==> src/rtl/iosys_pkg.sv <==
// Shared definitions for the I/O-system SDRAM arbiter: default geometry and FSM state encoding.
package iosys_pkg;

  localparam int          ADDR_W_DEFAULT    = 23;
  localparam logic [31:0] RAM_LIMIT_DEFAULT = 32'h0080_0000;

  typedef enum logic [2:0] {
    IDLE,
    LD_WR,
    CPU_LO,
    CPU_HI,
    CPU_CAP,
    CPU_DONE
  } arb_state_e;

endpackage

==> src/rtl/iosys_mem_arb.sv <==
// Round-robin arbiter between a 16-bit loader write port and a 32-bit CPU port
// onto a 16-bit SDRAM command interface; CPU words are split into two halves.
module iosys_mem_arb
  import iosys_pkg::*;
#(
  parameter int          ADDR_W    = ADDR_W_DEFAULT,
  parameter logic [31:0] RAM_LIMIT = RAM_LIMIT_DEFAULT
) (
  input  logic              wclk,
  input  logic              reset,
  input  logic              ld_valid,
  input  logic [ADDR_W-1:0] ld_addr,
  input  logic [15:0]       ld_data,
  output logic              ld_ready,
  input  logic              cpu_valid,
  input  logic [31:0]       cpu_addr,
  input  logic [31:0]       cpu_wdata,
  input  logic [3:0]        cpu_wstrb,
  output logic              cpu_ready,
  output logic [31:0]       cpu_rdata,
  output logic [ADDR_W-1:0] sd_addr,
  output logic [15:0]       sd_din,
  output logic [1:0]        sd_ds,
  output logic              sd_rd,
  output logic              sd_wr,
  input  logic [15:0]       sd_dout,
  input  logic              sd_wait,
  output logic              busy
);

  arb_state_e        state_reg, state_next;
  logic [ADDR_W-1:0] caddr_reg, caddr_next;
  logic [31:0]       cwdata_reg, cwdata_next;
  logic [3:0]        cwstrb_reg, cwstrb_next;
  logic [31:0]       rdata_reg, rdata_next;
  logic [ADDR_W-1:0] sd_addr_reg, sd_addr_next;
  logic [15:0]       sd_din_reg, sd_din_next;
  logic [1:0]        sd_ds_reg, sd_ds_next;
  logic              sd_rd_reg, sd_rd_next;
  logic              sd_wr_reg, sd_wr_next;
  logic              ld_ready_reg, ld_ready_next;
  logic              cpu_ready_reg, cpu_ready_next;
  logic              prefer_cpu_reg, prefer_cpu_next;
  logic              cap_lo_reg, cap_lo_next;
  logic              ld_pend, cpu_pend, new_rd, cur_rd;
  logic              unused_bits;

  // A requester still seeing its ready pulse has not yet had a chance to drop valid.
  assign ld_pend  = ld_valid && !ld_ready_reg;
  assign cpu_pend = cpu_valid && (cpu_addr < RAM_LIMIT) && !cpu_ready_reg;
  assign new_rd   = (cpu_wstrb == 4'b0000);
  assign cur_rd   = (cwstrb_reg == 4'b0000);

  assign ld_ready    = ld_ready_reg;
  assign cpu_ready   = cpu_ready_reg;
  assign cpu_rdata   = rdata_reg;
  assign sd_addr     = sd_addr_reg;
  assign sd_din      = sd_din_reg;
  assign sd_ds       = sd_ds_reg;
  assign sd_rd       = sd_rd_reg;
  assign sd_wr       = sd_wr_reg;
  assign busy        = (state_reg != IDLE);
  assign unused_bits = ld_addr[0];

  always_comb begin
    state_next      = state_reg;
    caddr_next      = caddr_reg;
    cwdata_next     = cwdata_reg;
    cwstrb_next     = cwstrb_reg;
    rdata_next      = rdata_reg;
    sd_addr_next    = sd_addr_reg;
    sd_din_next     = sd_din_reg;
    sd_ds_next      = sd_ds_reg;
    sd_rd_next      = sd_rd_reg;
    sd_wr_next      = sd_wr_reg;
    ld_ready_next   = 1'b0;
    cpu_ready_next  = 1'b0;
    prefer_cpu_next = prefer_cpu_reg;
    cap_lo_next     = 1'b0;

    // Low read half arrives the cycle after its acceptance, whatever state we are in.
    if (cap_lo_reg) begin
      rdata_next[15:0] = sd_dout;
    end

    unique case (state_reg)
      IDLE: begin
        if (ld_pend && (!cpu_pend || !prefer_cpu_reg)) begin
          state_next      = LD_WR;
          sd_wr_next      = 1'b1;
          sd_addr_next    = {ld_addr[ADDR_W-1:1], 1'b0};
          sd_din_next     = ld_data;
          sd_ds_next      = 2'b11;
          prefer_cpu_next = 1'b1;
        end else if (cpu_pend) begin
          caddr_next      = cpu_addr[ADDR_W-1:0];
          cwdata_next     = cpu_wdata;
          cwstrb_next     = cpu_wstrb;
          prefer_cpu_next = 1'b0;
          sd_rd_next      = new_rd;
          sd_wr_next      = !new_rd;
          if (new_rd || (cpu_wstrb[1:0] != 2'b00)) begin
            state_next   = CPU_LO;
            sd_addr_next = {cpu_addr[ADDR_W-1:2], 2'b00};
            sd_din_next  = cpu_wdata[15:0];
            sd_ds_next   = new_rd ? 2'b11 : cpu_wstrb[1:0];
          end else begin
            state_next   = CPU_HI;
            sd_addr_next = {cpu_addr[ADDR_W-1:2], 2'b10};
            sd_din_next  = cpu_wdata[31:16];
            sd_ds_next   = cpu_wstrb[3:2];
          end
        end
      end
      LD_WR: begin
        if (!sd_wait) begin
          state_next    = IDLE;
          sd_wr_next    = 1'b0;
          ld_ready_next = 1'b1;
        end
      end
      CPU_LO: begin
        if (!sd_wait) begin
          sd_rd_next  = 1'b0;
          sd_wr_next  = 1'b0;
          cap_lo_next = cur_rd;
          if (cur_rd || (cwstrb_reg[3:2] != 2'b00)) begin
            state_next   = CPU_HI;
            sd_rd_next   = cur_rd;
            sd_wr_next   = !cur_rd;
            sd_addr_next = {caddr_reg[ADDR_W-1:2], 2'b10};
            sd_din_next  = cwdata_reg[31:16];
            sd_ds_next   = cur_rd ? 2'b11 : cwstrb_reg[3:2];
          end else begin
            state_next     = CPU_DONE;
            cpu_ready_next = 1'b1;
          end
        end
      end
      CPU_HI: begin
        if (!sd_wait) begin
          sd_rd_next = 1'b0;
          sd_wr_next = 1'b0;
          if (cur_rd) begin
            state_next = CPU_CAP;
          end else begin
            state_next     = CPU_DONE;
            cpu_ready_next = 1'b1;
          end
        end
      end
      CPU_CAP: begin
        rdata_next[31:16] = sd_dout;
        state_next        = CPU_DONE;
        cpu_ready_next    = 1'b1;
      end
      CPU_DONE: begin
        state_next = IDLE;
      end
      default: begin
        state_next = IDLE;
      end
    endcase
  end

  always_ff @(posedge wclk or posedge reset) begin
    if (reset) begin
      state_reg      <= IDLE;
      caddr_reg      <= '0;
      cwdata_reg     <= '0;
      cwstrb_reg     <= '0;
      rdata_reg      <= '0;
      sd_addr_reg    <= '0;
      sd_din_reg     <= '0;
      sd_ds_reg      <= '0;
      sd_rd_reg      <= 1'b0;
      sd_wr_reg      <= 1'b0;
      ld_ready_reg   <= 1'b0;
      cpu_ready_reg  <= 1'b0;
      prefer_cpu_reg <= 1'b0;
      cap_lo_reg     <= 1'b0;
    end else begin
      state_reg      <= state_next;
      caddr_reg      <= caddr_next;
      cwdata_reg     <= cwdata_next;
      cwstrb_reg     <= cwstrb_next;
      rdata_reg      <= rdata_next;
      sd_addr_reg    <= sd_addr_next;
      sd_din_reg     <= sd_din_next;
      sd_ds_reg      <= sd_ds_next;
      sd_rd_reg      <= sd_rd_next;
      sd_wr_reg      <= sd_wr_next;
      ld_ready_reg   <= ld_ready_next;
      cpu_ready_reg  <= cpu_ready_next;
      prefer_cpu_reg <= prefer_cpu_next;
      cap_lo_reg     <= cap_lo_next;
    end
  end

endmodule

==> config.mk <==
export PLATFORM = sky130hd
export DESIGN_NAME = iosys_mem_arb
export DESIGN_NICKNAME = d
export VERILOG_FILES = /design/src/rtl/iosys_pkg.sv /design/src/rtl/iosys_mem_arb.sv
export SDC_FILE = /design/constraint.sdc
export NUM_CORES = 1
export LEC_CHECK = 0
export ABC_AREA = 1
export CORE_MARGIN = 1
export CORE_UTILIZATION = 50
export DETAILED_ROUTE_END_ITERATION = 7
export PLACE_DENSITY = 0.93
export RECOVER_POWER = 25
export REMOVE_ABC_BUFFERS = 1
export SLEW_MARGIN = 20
export SYNTH_ARGS = -nofsm -noshare
export SYNTH_HDL_FRONTEND = slang
export SYNTH_SLANG_ARGS = --single-unit
==> constraint.sdc <==
create_clock -name wclk -period 9.4 [get_ports wclk]
set_clock_uncertainty 0.1 [all_clocks]
set_input_delay 2.35 -clock wclk [delete_from_list [all_inputs] [get_ports wclk]]
set_output_delay 2.35 -clock wclk [all_outputs]
set_load 0.03 [all_outputs]
==> impl_metrics.toml <==
[global_route]
gr-total-overflow = 0
grt_start_max_net_pins = 91
grt_pass1_wl_um = 29100
grt_util_all_layers_pct = 29.1
grt_pass1_vias = 6098
antenna_found_initial = 0

[power]
powerDensity_nw_per_um2 = 338
peakVddDrop_mv = 0.197
leakagePower_nw = 4.45

[synth]
yosys.area.top_type = "dfrtp_1"
avgSynthCellArea_um2 = 7.49
syn_area_um2 = 6100
ys_warn_count = 0
synthTopCellsByCount = "nand2_1, dfrtp_1, nand3_1, nor2_1, inv_1"
ys_seq_area_share_pct = 50.1
synth_most_common_cell = "nand2_1"
synth_cell_type_count = 28
synth_top_area_share_pct = 50.1
synth_edf_count = 0
synth-main-ff-cell = "dfrtp_1"
synth.area.top_cells = "dfrtp_1, nand2_1, nand3_1"
synth-seq-cells = 122
synth-async-reset-ratio_pct = 100
synthCells = 814

[status]
violations = "max-capacitance violations, max-slew violations"
status = "finished, violations left"

[floorplan]
dieArea_um2 = 12600
ioPinCount = 206
fp.coreArea_um2 = 11700
initial_core_util_pct = 52.3
dieWidth_um = 112
fp.dieH_um = 112
core.rowCount = 39

[detailed_routing]
drc = 0
antenna_left = 0
vias = 6091
via_per_inst = 5.31
first_pass_iters = 5
wl_um = 17500
first_iter_violations = 469
wl_per_cell_um = 15.2

[placement]
finalWeightedCongestion = 0.861
dpl.hpwl_um = 11000
dp_cells = 1116
io_buffers = 201

[cts]
numCtsBuffers = 17
cts_tree = "yes"
postCtsHoldBufs = 0
cts_htree_levels = 4
clock-sinks = 122
clk_latency_ns = 0.41
cts_buffer_depth = 2
cts_repair_resize_count = 0
clkTransAtPathRegs_ns = 0.05
cts_setup_buffers = 0
root_buffer = "clkbuf_16"

[sta]
worst_pin_slew_ns = 2.27
finalSetupTns_ns = 0
min_period_over_period_pct = 58.0
hold_violations = 0
finalSetupViolations = 0
min_period_ns = 5.45
grt_setup_unrepaired = "no"
fin_hold_ws_ns = 0.371
max_freq_mhz = 183
slew_viol_final = 53
relSlewSlack_pct = -52.2

[critical_path]
critical_path_class = "primary input to register"
startpoint_type = "primary input"
crit_fanout = 90
required_ns = 9.54
rr_endpoint = "caddr_reg[22]"
cp.arrival_ns = 5.60
endpoint_kind = "register"
ff2ff_path_depth = 9
rrSetupSlack_ns = 5.92
rr_startpoint = "cpu_ready"

[finish]
drive_above_1_share_pct = 5.88
diodes = 0
layout.cells.non_filler = 1147
areaGrowthSynthToFinish_pct = 42.3
nNetsFinal = 1120
largest_reg_flops = 32
final_util_pct = 74.4

[min_path]
min_path_cells = 2
min_to = "cwdata_reg[29]"
hold_start = "cwdata_reg[29]"
min_path_type = "register to register"

[job]
maxCapViolCount = 1
-- cells in the final DEF (no fill, tap or decap), drive strengths merged --
cell type	instances
nand2	307
clkdlybuf4s50	183
dfrtp	122
nand3	121
nor2	103
inv	48
a21oi	22
clkbuf	22
o21ai	19
dlygate4sd3	18
mux2	11
clkinv	5
nor3	4
bufinv	4
buf	4
nand4	3
a21boi	2
and2	1
a22oi	1
o211ai	1
o21a	1
clkinvlp	1
conb	1
-- report_power, final --
part | internal [W] | leakage, nW | switching, W
Combinational | 0.000550 | 2.63 | 0.000904
Clock | 0.000454 | 0.304 | 0.000222
Sequential | 0.000702 | 1.52 | 0.000102
Total | 0.00171 | 4.45 | 0.00123
-- cells by family after synthesis --
| group | count (synthesis) | synth area share [%] |
|---|---|---|
| AO/OA/AOI/OAI | 46 | 4.04 |
| AND/OR/NAND/NOR | 539 | 36.5 |
| other | 1 | 0.0615 |
| flip-flops | 122 | 50.1 |
| multiplexers | 11 | 2.03 |
| buffers and inverters | 95 | 7.29 |
-- metrics by stage --
| stage | cell area (µm²) | worst slack, ns | total power [W] |
|---|---|---|---|
| after CTS | 8680 | 3.97 | 0.00294 |
| after global routing | 8670 | 3.56 | 0.00311 |
| after floorplan | 5840 | 3.71 | 0.00169 |
| final | 8670 | 3.95 | 0.00293 |
| after detailed placement | 8070 | 3.57 | 0.00225 |
| after global placement | 8070 | 3.63 | 0.00221 |
-- how the worst max path moves through the flow --
stage / endpoint / slack [ns] / cells past startpoint / start
after floorplan: caddr_reg[10] / 3.71 / 1 / reset
after global placement: caddr_reg[7] / 3.63 / 9 / cpu_valid
after detailed placement: caddr_reg[8] / 3.57 / 9 / cpu_valid
after CTS: caddr_reg[8] / 3.97 / 9 / cpu_valid
after global routing: caddr_reg[7] / 3.56 / 10 / cpu_addr[24]
final: caddr_reg[22] / 3.95 / 9 / cpu_valid
-- layer usage --
| metal | GRT usage (%) | part of all wire (%) | up-vias |
|---|---|---|---|
| li1 | - | - | 2930 |
| met2 | 48.8 | 50 | 271 |
| met4 | 14.0 | 3.3 | 0 |
| met5 | 0 | 0 | - |
| met3 | 7.13 | 7.1 | 46 |
| met1 | 35.4 | 39 | 2844 |
-- critical path: stages --
cell	delay, ns
clkdlybuf4s50_1	0.46
nand3_1	0.12
nor2_1	0.17
nand3_2	0.40
nand2_2	0.16
buf_4	0.72
nand2_2	0.83
nor2_1	0.28
a21oi_1	0.06
-- layout make-up --
type                    count  area [µm²]
clock buffers              22         464
clock inverters             9         145
fillers                   895        2990
inverters                  49         185
multi-input cells         597        2610
flip-flops and latches    122        3050
well taps                 143         179
repair buffers            205        2040
Power figures use the tool's default switching activity.
